$ cat src/rtl/apb_pkg.sv
`default_nettype none
// ----------------------------------------------------------------------------
// apb_pkg: shared APB constants, register map addresses and bridge FSM states.
// Revision: 1.0
// ----------------------------------------------------------------------------
package apb_pkg;

   localparam int APB_ADDR_W = 2;
   localparam int APB_DATA_W = 32;

   // Register map of the downstream apb_slave block.
   localparam logic [APB_ADDR_W-1:0] ADDR_RO    = 2'b00;
   localparam logic [APB_ADDR_W-1:0] ADDR_WO    = 2'b01;
   localparam logic [APB_ADDR_W-1:0] ADDR_RW    = 2'b10;
   localparam logic [APB_ADDR_W-1:0] ADDR_FIXED = 2'b11;

   typedef enum logic [1:0] {
      ST_IDLE   = 2'd0,
      ST_SETUP  = 2'd1,
      ST_ACCESS = 2'd2
   } apb_state_e;

endpackage
`default_nettype wire

$ cat src/rtl/apb_timeout_counter.sv
`default_nettype none
// ----------------------------------------------------------------------------
// apb_timeout_counter: counts ACCESS wait cycles, flags the last allowed one.
// Revision: 1.0
// ----------------------------------------------------------------------------
module apb_timeout_counter #(
   parameter int TIMEOUT_CYCLES = 16
) (
   input  logic p_clk,
   input  logic p_reset_n,
   input  logic clear,
   input  logic wait_cycle,
   output logic expired
);

   localparam int CNT_W = (TIMEOUT_CYCLES < 2) ? 1 : $clog2(TIMEOUT_CYCLES);

   logic [CNT_W-1:0] count_q;
   logic [CNT_W-1:0] count_d;

   // Expiry fires on the TIMEOUT_CYCLES-th consecutive wait cycle.
   assign expired = wait_cycle && (count_q == CNT_W'(TIMEOUT_CYCLES - 1));

   always_comb begin
      count_d = count_q;
      if (clear) begin
         count_d = '0;
      end else if (wait_cycle && !expired) begin
         count_d = count_q + 1'b1;
      end
   end

   always_ff @(posedge p_clk or negedge p_reset_n) begin
      if (!p_reset_n) begin
         count_q <= '0;
      end else begin
         count_q <= count_d;
      end
   end

endmodule
`default_nettype wire

$ cat src/rtl/apb_master_bridge.sv
`default_nettype none
// ----------------------------------------------------------------------------
// apb_master_bridge: valid/ready command port to APB3 master (SETUP/ACCESS).
// Optional APB_TIMEOUT_EN aborts ACCESS after TIMEOUT_CYCLES wait cycles. Rev 1.0
// ----------------------------------------------------------------------------
module apb_master_bridge
   import apb_pkg::*;
#(
   parameter int ADDR_W         = APB_ADDR_W,
   parameter int DATA_W         = APB_DATA_W,
   parameter int TIMEOUT_CYCLES = 16
) (
   input  logic              p_clk,
   input  logic              p_reset_n,
   input  logic              cmd_valid,
   output logic              cmd_ready,
   input  logic              cmd_write,
   input  logic [ADDR_W-1:0] cmd_addr,
   input  logic [DATA_W-1:0] cmd_wdata,
   output logic              rsp_valid,
   output logic [DATA_W-1:0] rsp_rdata,
   output logic              rsp_err,
   output logic              p_sel,
   output logic              p_enable,
   output logic              p_write,
   output logic [ADDR_W-1:0] p_addr,
   output logic [DATA_W-1:0] p_w_data,
   input  logic              p_ready,
   input  logic [DATA_W-1:0] p_r_data,
   input  logic              p_slv_err
);

   apb_state_e        state_q, state_d;
   logic              p_sel_q, p_sel_d;
   logic              p_enable_q, p_enable_d;
   logic              p_write_q, p_write_d;
   logic [ADDR_W-1:0] p_addr_q, p_addr_d;
   logic [DATA_W-1:0] p_w_data_q, p_w_data_d;
   logic              rsp_valid_q, rsp_valid_d;
   logic              rsp_err_q, rsp_err_d;
   logic [DATA_W-1:0] rsp_rdata_q, rsp_rdata_d;
   logic              timeout_hit;

`ifdef APB_TIMEOUT_EN
   apb_timeout_counter #(
      .TIMEOUT_CYCLES(TIMEOUT_CYCLES)
   ) u_timeout (
      .p_clk      (p_clk),
      .p_reset_n  (p_reset_n),
      .clear      (state_q == ST_SETUP),
      .wait_cycle ((state_q == ST_ACCESS) && !p_ready),
      .expired    (timeout_hit)
   );
`else
   // Without the timeout option ACCESS waits for p_ready indefinitely.
   assign timeout_hit = 1'b0 && (TIMEOUT_CYCLES > 0);
`endif

   // Gated by reset so that every output reads 0 while reset is held.
   assign cmd_ready = (state_q == ST_IDLE) && p_reset_n;

   always_comb begin
      state_d     = state_q;
      p_sel_d     = p_sel_q;
      p_enable_d  = p_enable_q;
      p_write_d   = p_write_q;
      p_addr_d    = p_addr_q;
      p_w_data_d  = p_w_data_q;
      rsp_valid_d = 1'b0;
      rsp_err_d   = rsp_err_q;
      rsp_rdata_d = rsp_rdata_q;

      case (state_q)
         ST_IDLE: begin
            if (cmd_valid) begin
               p_write_d  = cmd_write;
               p_addr_d   = cmd_addr;
               p_w_data_d = cmd_wdata;
               p_sel_d    = 1'b1;
               p_enable_d = 1'b0;
               state_d    = ST_SETUP;
            end
         end
         ST_SETUP: begin
            p_enable_d = 1'b1;
            state_d    = ST_ACCESS;
         end
         ST_ACCESS: begin
            if (p_ready) begin
               p_sel_d     = 1'b0;
               p_enable_d  = 1'b0;
               state_d     = ST_IDLE;
               rsp_valid_d = 1'b1;
               rsp_err_d   = p_slv_err;
               rsp_rdata_d = p_write_q ? '0 : p_r_data;
            end else if (timeout_hit) begin
               p_sel_d     = 1'b0;
               p_enable_d  = 1'b0;
               state_d     = ST_IDLE;
               rsp_valid_d = 1'b1;
               rsp_err_d   = 1'b1;
               rsp_rdata_d = '0;
            end
         end
         default: begin
            p_sel_d    = 1'b0;
            p_enable_d = 1'b0;
            state_d    = ST_IDLE;
         end
      endcase
   end

   always_ff @(posedge p_clk or negedge p_reset_n) begin
      if (!p_reset_n) begin
         state_q     <= ST_IDLE;
         p_sel_q     <= 1'b0;
         p_enable_q  <= 1'b0;
         p_write_q   <= 1'b0;
         p_addr_q    <= '0;
         p_w_data_q  <= '0;
         rsp_valid_q <= 1'b0;
         rsp_err_q   <= 1'b0;
         rsp_rdata_q <= '0;
      end else begin
         state_q     <= state_d;
         p_sel_q     <= p_sel_d;
         p_enable_q  <= p_enable_d;
         p_write_q   <= p_write_d;
         p_addr_q    <= p_addr_d;
         p_w_data_q  <= p_w_data_d;
         rsp_valid_q <= rsp_valid_d;
         rsp_err_q   <= rsp_err_d;
         rsp_rdata_q <= rsp_rdata_d;
      end
   end

   assign p_sel     = p_sel_q;
   assign p_enable  = p_enable_q;
   assign p_write   = p_write_q;
   assign p_addr    = p_addr_q;
   assign p_w_data  = p_w_data_q;
   assign rsp_valid = rsp_valid_q;
   assign rsp_err   = rsp_err_q;
   assign rsp_rdata = rsp_rdata_q;

endmodule
`default_nettype wire

$ cat config.mk
export PLATFORM = sky130hd
export DESIGN_NAME = apb_master_bridge
export DESIGN_NICKNAME = d
export VERILOG_FILES = /design/src/rtl/apb_pkg.sv /design/src/rtl/apb_timeout_counter.sv /design/src/rtl/apb_master_bridge.sv
export SDC_FILE = /design/constraint.sdc
export NUM_CORES = 1
export LEC_CHECK = 0
export CORE_MARGIN = 2
export CORE_UTILIZATION = 44
export CTS_CLUSTER_SIZE = 40
export DETAILED_ROUTE_END_ITERATION = 10
export PLACE_DENSITY = 0.93
export REMOVE_ABC_BUFFERS = 1
export SLEW_MARGIN = 20
export SYNTH_ARGS = -nofsm -noshare
export SYNTH_HDL_FRONTEND = slang
export SYNTH_HIERARCHICAL = 1
export SYNTH_SLANG_ARGS = --single-unit
$ cat constraint.sdc
create_clock -name p_clk -period 2.6 [get_ports p_clk]
set_input_delay 0.26 -clock p_clk [delete_from_list [all_inputs] [get_ports p_clk]]
set_output_delay 0.26 -clock p_clk [all_outputs]
set_load 0.01 [all_outputs]
# After elaboration in Yosys (flattened, before gate mapping)
# Cells that the tools add are included.
[word_totals]
elab_cells = 31
in_bits = 72
register_bits = 73
[op_classes]
muxes = 11
n_bitwise = 1
n_reduce_logical = 6
eq_ne = 4
[ops]
columns = ["operator", "count"]
rows = [
  ["$mux 32", 1],
  ["$pmux 1 s3", 2],
  ["$pmux 2 s3", 1],
  ["$reduce_and 2->1", 3],
  ["$mux 1", 5],
  ["$mux 2", 2],
  ["$ne 2x2->1 const B", 2],
  ["$reduce_and 3->1", 1],
  ["$eq 2x1->1 const B", 1],
  ["$eq 2x2->1 const B", 1],
  ["$logic_not 2->1", 1],
  ["$logic_and 1x1->1", 1],
  ["$not 1->1", 1],
]

# Longest topological paths before layout
[depth]
word_depth = 3
depth_mapped = 5

# Worst setup path after synthesis
# Ideal clock, no wire load.
[synth_path]
kind = "register to register"
from = "register state_q[1]"
to = "register p_addr_q[0], in the netlist p_addr[0]"
arrival_time_ns = 1.264
path_slack_ns = 1.211
n_path_buf = 2
path_stages_with_launch = 5
path_cell_list = "dfrtp_1 -> nor3b_2 -> buf_6 -> buf_12 -> mux2_4"
[synth_via]
elab_chain_cells = 2
[synth_rtl]
columns = ["element", "line_no", "text"]
rows = [
  ["start, declared", "apb_master_bridge.sv:33", "apb_state_e state_q, state_d;"],
  ["start signal, assigned", "apb_master_bridge.sv:125", "state_q <= state_d;"],
  ["$logic_not 2->1", "apb_master_bridge.sv:73", "case (state_q)"],
  ["$reduce_and 2->1 (no line)", "n/a", ""],
  ["end signal, assigned", "apb_master_bridge.sv:129", "p_addr_q <= p_addr_d;"],
  ["end, declared", "apb_master_bridge.sv:37", "logic [ADDR_W-1:0] p_addr_q, p_addr_d;"],
]
# Every way passes these cells.
# A chain may end at the register's enable or synchronous reset.

# Worst setup path in the final report
[layout_path]
from = "register state_q[1]"
to = "output cmd_ready"
[layout_via]
elab_chain_cells = 2
[layout_rtl]
columns = ["element", "line_no", "text"]
rows = [
  ["$logic_not 2->1", "apb_master_bridge.sv:60", "assign cmd_ready = (state_q == ST_IDLE) && p_reset_n;"],
  ["$logic_and 1x1->1", "apb_master_bridge.sv:60", ""],
  ["end, declared", "apb_master_bridge.sv:16", "output logic cmd_ready,"],
]
# Every way passes these cells.

==> impl_metrics.toml <==
[status]
status = "finished, final reports clean"

[critical_path]
setup.worst_path.end_class = "output pin"
critPathKind = "reg -> out"
worstPathArrival_ps = 1600
setup.worst_path.start_class = "flop"
cp.required_ps = 2340
crit_fanout = 7
rr_worst_depth = 4

[finish]
num_antenna_cells = 0
syn2layout_area_growth_pct = 54.2
drive_gt1_share_pct = 15.1
nets = 446

[min_path]
min_path_type = "in -> async"

[placement]
dp.final_hpwl_mm = 5.08
pre_cts_slack_ps = 803
globalplace.congestion = 0.735
port_buffers = 143

[timing]
worstMarginPinSlew_ps = 878
finalMaxSlewViolations = 0
finalCriticalPeriod_ps = 1860
finalCritPeriodShare_pct = 71.5
slew_headroom_pct = 41.4
clock_skew_ps = 6.31
rsz0062_at_grt = "false"
fmax_mhz = 538
setup_viol = 0
hold_viol = 0
fin_ws_ps = 740

[grt]
grt_antenna_before_repair = 0
grt_use_total_pct = 18.9
overflow = 0
grt_pass1_wl_mm = 10.8
grt_pass1_vias = 2258
grt_max_degree = 73

[clock_tree]
cts_hold_buf = 0
htreeDepth = 3
clock_sinks = 72
clk_transition_reported_paths_ps = 70
clk_path_buf_depth = 2
cts_tree = "built"
clk_latency_ps = 330
postCtsResizedCells = 0
cts_setup_buffers = 0
cts_root_buf = "clkbuf_8"
cts-buffers-inserted = 9

[power_and_ir_drop]
ir_drop_mv = 0.505
power_mw = 5.36
intPower_mw = 3.66
pwr-share-seq_pct = 37.2
p_per_area_nw_per_um2 = 1160
switching_power_mw = 1.70
switching_share_pct = 31.6
power_leakage_nw = 2.01
combPwrFrac_pct = 49.4
clkPwrFrac_pct = 13.4

[detailed_routing]
first_pass_iters = 4
drtIter0Drc = 24
postRouteAntennaNets = 0
routed_wl_mm = 7.04
viasPerCell = 4.76
vias = 2178
drc = 0
wl_per_cell_um = 15.4

[yosys]
netlist_area_um2 = 2990
ys_types = 17
seq_area_frac_synth_pct = 60.3
synth_seq_cells = 72
syn_area_per_cell_um2 = 13.1
syn-instance-count = 229
synth_warnings = 6

[die]
die_h_um = 86.4
die_w_um = 86.4
start_util_pct = 44.7
core_area_um2 = 6680
rows = 30
ios = 144
die_area_um2 = 7470

[job]
cap_viol_max_count = 0
[power groups by stage]
stage | Sequential (mW) | Clock, mW | Combinational [mW]
finish | 1.99 | 0.716 | 2.65
global route | 2.06 | 0.788 | 2.85
CTS | 2.00 | 0.743 | 2.69
detailed placement | 2.01 | 0 | 2.68
global placement | 1.98 | 0 | 2.60
floorplan | 2.26 | 0 | 0.909
[per-layer routing]
| layer | routed length (um) | track usage, % | vias to the layer above |
|---|---|---|---|
| li1 | - | - | 1042 |
| met1 | 2920 | 23.3 | 1029 |
| met2 | 3500 | 31.2 | 98 |
| met3 | 525 | 5.05 | 9 |
| met4 | 95 | 8.52 | 0 |
| met5 | 0 | 0 | - |
[cells in the mapped netlist]
cell | count | area, um^2
dfrtp_1 | 72 | 1800
nand2_1 | 34 | 128
o21ai_0 | 34 | 170
nand2b_1 | 32 | 200
mux2_4 | 29 | 435
mux2_2 | 7 | 78.8
buf_4 | 4 | 30.0
clkbuf_1 | 4 | 15.0
buf_12 | 3 | 60.1
buf_6 | 2 | 22.5
inv_1 | 2 | 7.51
a21oi_1 | 1 | 5.00
buf_1 | 1 | 3.75
nand3b_1 | 1 | 7.51
nor2_1 | 1 | 3.75
nor3b_1 | 1 | 7.51
nor3b_2 | 1 | 12.5
[cell families after synthesis]
family	share of synthesized area, %
compound gates	5.86
mux	17.2
simple gates	12.0
flops	60.3
buf+inv	4.65
[worst max-delay path, cell delays in order (launching register included)]
cell and delay, ps:
dfrtp_1 470, nor3b_1 220, clkdlybuf4s50_1 590
[final cells by class]
type	instances	area, um^2
Inverter	2	7.51
Sequential cell	72	1800
Clock buffer	10	128
Fill cell	511	2070
Multi-Input combinational cell	141	1050
Clock inverter	5	25.0
Timing Repair Buffer	148	1490
Tap cell	80	100
[state kept, by name, summed over array words and instances (netlist names)]
| register | flops |
|---|---|
| p_addr | 2 |
| p_sel | 1 |
| p_w_data | 32 |
| p_write | 1 |
| rsp_err | 1 |
| rsp_rdata | 32 |
| rsp_valid | 1 |
| state_q | 2 |
[cell usage in the layout, fill, tap and decap left out, drive strengths merged]
cell,synthesis,final
inv,2,2
clkbuf,4,10
o21ai,34,34
nor2,1,1
nand2,34,34
dfrtp,72,72
buf,10,6
clkinv,0,5
mux2,36,36
a21oi,1,1
nand2b,32,32
clkdlybuf4s50,0,142
nor3b,2,2
nand3b,1,1
[through the flow]
stage	cell area (um^2)	utilization (%)	std cells	TNS (ps)	hold slack, ps
after CTS	4610	69.0	458	0	182
after global routing	4610	69.0	458	0	230
after global placement	4460	66.7	443	0	463
final	4610	69.0	458	0	163
after detailed placement	4460	66.7	443	0	469
after floorplan	2860	-	215	-16860	-35.6
[worst paths after layout]
| path | endpoint | slack, ps | from |
|---|---|---|---|
| worst max-delay path | cmd_ready | 740 | state_q[1] |
| worst min-delay path | p_sel | 160 | p_reset_n |
| worst max register to register | rsp_rdata[19] | 1010 | state_q[0] |
| min in group p_clk | rsp_rdata[7] | 480 | rsp_rdata[7] |
| worst min register to register | rsp_rdata[7] | 480 | rsp_rdata[7] |
| max in group asynchronous | rsp_rdata[5] | 1880 | p_reset_n |
Note: power is estimated with default switching activity, not from simulation.
